[src/rtl/pc_next_sequencer.sv]
// pc_next_sequencer: program-counter register and next-address sequencer.
// Selects the next fetch address from sequential, branch, jump and
// register-jump sources. It holds a redirect that arrives during a fetch
// stall and freezes on a misaligned redirect target.
//
// Ports:
//   clk, reset         rising-edge clock, asynchronous active-high reset
//   jump_target_low    28-bit shifted jump field (instr[25:0], 2'b00)
//   branch_offset_sl2  sign-extended branch immediate shifted left 2
//   jr_target          register-sourced jump address
//   branch_taken       conditional branch resolved taken
//   jump, jump_reg     J/JAL and JR in decode
//   stall              hold fetch
//   pc                 current fetch address (registered)
//   pc_plus4           pc + 4 (combinational from pc only)
//   redirect_pending   a captured redirect waits for the stall to end
//   misaligned         sticky fault on a redirect target with bits [1:0] != 0
module pc_next_sequencer #(
  parameter logic [31:0] RESET_PC = 32'h0000_0000
) (
  input  logic        clk,
  input  logic        reset,
  input  logic [27:0] jump_target_low,
  input  logic [31:0] branch_offset_sl2,
  input  logic [31:0] jr_target,
  input  logic        branch_taken,
  input  logic        jump,
  input  logic        jump_reg,
  input  logic        stall,
  output logic [31:0] pc,
  output logic [31:0] pc_plus4,
  output logic        redirect_pending,
  output logic        misaligned
);

  localparam int unsigned XLEN = 32;
  localparam int unsigned JLEN = 28;

  typedef enum logic [1:0] {
    RUN   = 2'd0,
    PEND  = 2'd1,
    FAULT = 2'd2
  } state_t;

  state_t          state, state_next;
  logic [XLEN-1:0] pend_target, pend_target_next;
  logic [XLEN-1:0] pc_next;
  logic            misaligned_next;
  logic            pending_next;

  logic            redirect;
  logic [XLEN-1:0] branch_target;
  logic [XLEN-1:0] target;
  logic            target_misaligned;

  // Sequential address; wraps naturally modulo 2^32.
  assign pc_plus4 = pc + XLEN'(4);

  assign branch_target = pc_plus4 + branch_offset_sl2;
  assign redirect      = jump_reg | jump | branch_taken;

  // Target select: jump_reg over jump over branch.
  always_comb begin
    target = branch_target;
    if (jump_reg) begin
      target = jr_target;
    end else if (jump) begin
      target = {pc_plus4[XLEN-1:JLEN], jump_target_low};
    end
  end

  assign target_misaligned = |target[1:0];

  // Next-state and next-register logic.
  always_comb begin
    state_next       = state;
    pc_next          = pc;
    pend_target_next = pend_target;
    misaligned_next  = misaligned;

    unique case (state)
      RUN: begin
        // Fault check wins over stall so a bad target is never parked.
        if (redirect && target_misaligned) begin
          state_next      = FAULT;
          misaligned_next = 1'b1;
        end else if (redirect && stall) begin
          state_next       = PEND;
          pend_target_next = target;
        end else if (redirect) begin
          pc_next = target;
        end else if (!stall) begin
          pc_next = pc_plus4;
        end
      end
      PEND: begin
        // First captured redirect wins; new requests are dropped.
        if (!stall) begin
          pc_next    = pend_target;
          state_next = RUN;
        end
      end
      FAULT: begin
        misaligned_next = 1'b1;
      end
      default: begin
        state_next = RUN;
      end
    endcase

    pending_next = (state_next == PEND);
  end

  // State and output registers.
  always_ff @(posedge clk or posedge reset) begin
    if (reset) begin
      state            <= RUN;
      pc               <= RESET_PC;
      pend_target      <= '0;
      misaligned       <= 1'b0;
      redirect_pending <= 1'b0;
    end else begin
      state            <= state_next;
      pc               <= pc_next;
      pend_target      <= pend_target_next;
      misaligned       <= misaligned_next;
      redirect_pending <= pending_next;
    end
  end

endmodule
[config.mk]
export PLATFORM = sky130hd
export DESIGN_NAME = pc_next_sequencer
export DESIGN_NICKNAME = d
export VERILOG_FILES = /design/src/rtl/pc_next_sequencer.sv
export SDC_FILE = /design/constraint.sdc
export NUM_CORES = 1
export LEC_CHECK = 0
export BUFFER_PORTS_ARGS = -buffer_cell sky130_fd_sc_hd__buf_2
export CAP_MARGIN = 10
export CORE_MARGIN = 1
export CORE_UTILIZATION = 55
export CTS_BUF_LIST = sky130_fd_sc_hd__clkbuf_4 sky130_fd_sc_hd__clkbuf_8
export DETAILED_ROUTE_END_ITERATION = 8
export HOLD_SLACK_MARGIN = 0.15
export PLACE_DENSITY_LB_ADDON = 0.2
export SYNTH_ARGS = -nofsm -noshare
export SYNTH_HDL_FRONTEND = slang
export SYNTH_SLANG_ARGS = --single-unit
[constraint.sdc]
create_clock -name clk -period 9.9 [get_ports clk]
set_input_delay 0.495 -clock clk [delete_from_list [all_inputs] [get_ports clk]]
set_output_delay 0.495 -clock clk [all_outputs]
set_load 0.01 [all_outputs]
==> run_results.csv <==
group,metric,value,unit
status,status,"finished, final reports clean",
worst_setup_path,cp-startpoint,"pc[11]",
timing,fin_skew,0.0119,ns
yosys,synth.avg_cell_area,7.94,um2
final_layout,drive_gt1_share,23.4,%
worst_setup_path,start_kind,"register",
final_layout,layout_common_cells,"163 x buf_2, 104 x nand2_1, 72 x o21ai_0",
die,start_util,56.5,%
pwr,leakage,3.50,nW
worst_setup_path,worst-setup-path-type,"register to register",
yosys,ys.flop_type,"dfrtp_1",
cts,htree_levels,3,
timing,fmax,0.221,GHz
cts,clockBufferDepth,2,
final_layout,area_delta_synth_final,17.9,%
pwr,seq_power_share,30.2,%
cts,clock-sinks,68,
timing,worst_pin_slew,1.16,ns
die,rows,38,
cts,numCtsBuffers,9,
routing,vias,6800,
routing,avgViaCountPerCell,6.42,
timing,fin_hold_ws,0.402,ns
placement,dpl.hpwl,15800,um
placement,gp_congestion,1.02,
yosys,synthTopCellsByArea,"dfrtp_1 28%, ha_1 7.9%, nand2_1 6.3%, o21ai_0 5.9%, a21oi_1 5.0%",
cts,ctsResizeCount,0,
grt,antenna_found_initial,0,
timing,maxSlewViolCount,0,
cts,cts_hold_buffers,0,
routing,drt_iter0_markers,758,
yosys,synth_warnings,0,
grt,grt_use_total,37.5,%
final_layout,diodes,0,
yosys,syn_inst,775,
worst_setup_path,cp.required,10.14,ns
worst_setup_path,worstPathArrival,4.77,ns
flow_run,drv_cap,0,
die,core_area,10900,um2
timing,finalCritPeriodShare,45.7,%
timing,final_hold_viol_count,0,
pwr,sw_frac_of_total,44.2,%
die,die-height,108,um
yosys,syn_nets,913,
routing,detail_route.first_pass.iterations,9,
hold_path,hold_class,"primary input to asynchronous set/reset pin",
yosys,synth_top_cell_by_area,"dfrtp_1",
routing,drc,0,
yosys,synth_top_area_share,27.7,%
final_layout,num-nets-final,1052,
worst_setup_path,cp_max_fo,6,
grt,overflow,0,
cts,cts_setup_buffers,0,
pwr,p_int,737,uW
routing,ant_nets,0,
pwr,max-vdd-ir-drop,0.000122,V
die,die_w,108,um
yosys,async_reset_ff_share,100,%
pwr,p_comb_share,49.7,%
yosys,ys_seq_elements,68,
timing,finalSetupTns,0,ns
routing,drt_wl_total,21500,um
worst_setup_path,timing.rr.start,"pc[11]",
grt,grt_max_degree,69,
final_layout,final_common_cell,"buf_2",
grt,grt_pass1_wl,33100,um
final_layout,fillers,962,
placement,dp_slack,5.49,ns
timing,setup_viol,0,
worst_setup_path,endpoint_kind,"register",
timing,rsz0062_at_grt,"no",
yosys,synth.distinct_cells,80,
yosys,synth_enable_flop_cells,0,
routing,post_drt_wl_per_cell,20.3,um
timing,maxSlewHeadroom,22.5,%
cts,clk_pin_slew,0.08,ns
cts,root_buffer,"clkbuf_8",
timing,finalWorstSetupSlack,5.37,ns
timing,min_period,4.53,ns
yosys,yosysSeqAreaShare,27.7,%
grt,grt_pass1_vias,6453,
cts,cts_tree,"done",
cts,worst_skew_pair.late_latency,0.36,ns
die,die_area,11600,um2
die,ios,164,
final_layout,final_util,66.6,%
yosys,syn_area,6150,um2
pwr,p_per_area,182,nW/um2
pwr,p_sw,584,uW
pwr,p_clk_share,20.1,%
placement,numPortBuffers,163,
[cells in the mapped netlist (16+ instances only)]
master / instances
xnor2_1: 34
ha_1: 39
nand2_1: 104
nor2_1: 45
o21ai_0: 72
nand3_1: 27
clkbuf_1: 31
a21oi_1: 61
and3_1: 16
dfrtp_1: 68
[sequential cells by signal (all words and copies together) (netlist names)]
| signal | cells |
|---|---|
| pc | 32 |
| state | 2 |
| redirect_pending | 1 |
| pend_target | 32 |
| misaligned | 1 |
[power by group through the flow]
stage	logic, mW	registers [mW]	clock network [mW]
2_1_floorplan	0.421	0.399	0
3_3_place_gp	0.626	0.398	0
3_5_place_dp	0.639	0.401	0
4_1_cts	0.644	0.397	0.265
5_1_grt	0.714	0.405	0.276
6_report	0.657	0.399	0.266
[per-stage QoR]
stage	power, mW	instances	area [um2]
finish	1.32	1059	7250
global route	1.39	1059	7250
CTS	1.31	1059	7250
detailed placement	1.04	1043	7020
global placement	1.02	1043	7020
floorplan	0.820	775	6150
[final timing paths]
path / cells past startpoint / to / slack, ns
min in group clk: 2 / pc[23] / 0.42
min: 3 / pend_target[1] / 0.40
max reg2reg: 15 / pc[27] / 5.37
max in group asynchronous: 3 / pc[20] / 8.93
min reg2reg: 1 / misaligned / 0.47
max: 15 / pc[27] / 5.37
[area by class of cell]
cell class	count	area (um2)	share of cell area [%]
Clock inverter	7	101	1.40
Multi-Input combinational cell	649	4220	58.1
Sequential cell	68	1700	23.5
Tap cell	140	175	2.42
Timing Repair Buffer	171	876	12.1
Inverter	15	56.3	0.777
Clock buffer	9	124	1.71
[worst max-delay path, cell delays in order (launching register included)]
cell      delay, ns
dfrtp_1        0.48
and3_1         0.38
nand4_1        0.15
nor2_1         0.46
nand3_1        0.16
xnor2_1        0.41
ha_1           0.25
nand4_1        0.17
nor3_1         0.31
nand3_1        0.12
a21oi_1        0.28
nor3_2         0.12
xnor2_1        0.19
a222oi_1       0.50
o21ai_1        0.11
a221o_1        0.34
[logic make-up (layout without fill, tap and decap cells)]
kind of cell,after synthesis,in the layout,share of synthesized area [%]
AND/OR/NAND/NOR,288,288,24.1
AO/OA/AOI/OAI,261,261,27.0
flip-flops,68,68,27.7
buffers and inverters,58,202,3.91
XOR/XNOR,48,48,6.96
adder cells (fa/ha/maj),40,40,8.26
multiplexers,12,12,2.07
[per-layer routing]
| metal | share of wire [%] | up-vias | global-route usage (%) |
|---|---|---|---|
| met3 | 11 | 74 | 8.23 |
| met1 | 39 | 3158 | 49.1 |
| li1 | - | 3125 | - |
| met4 | 3.8 | 0 | 15.9 |
| met5 | 0 | - | 0 |
| met2 | 45 | 443 | 59.6 |
(Power assumes the default switching activity.)
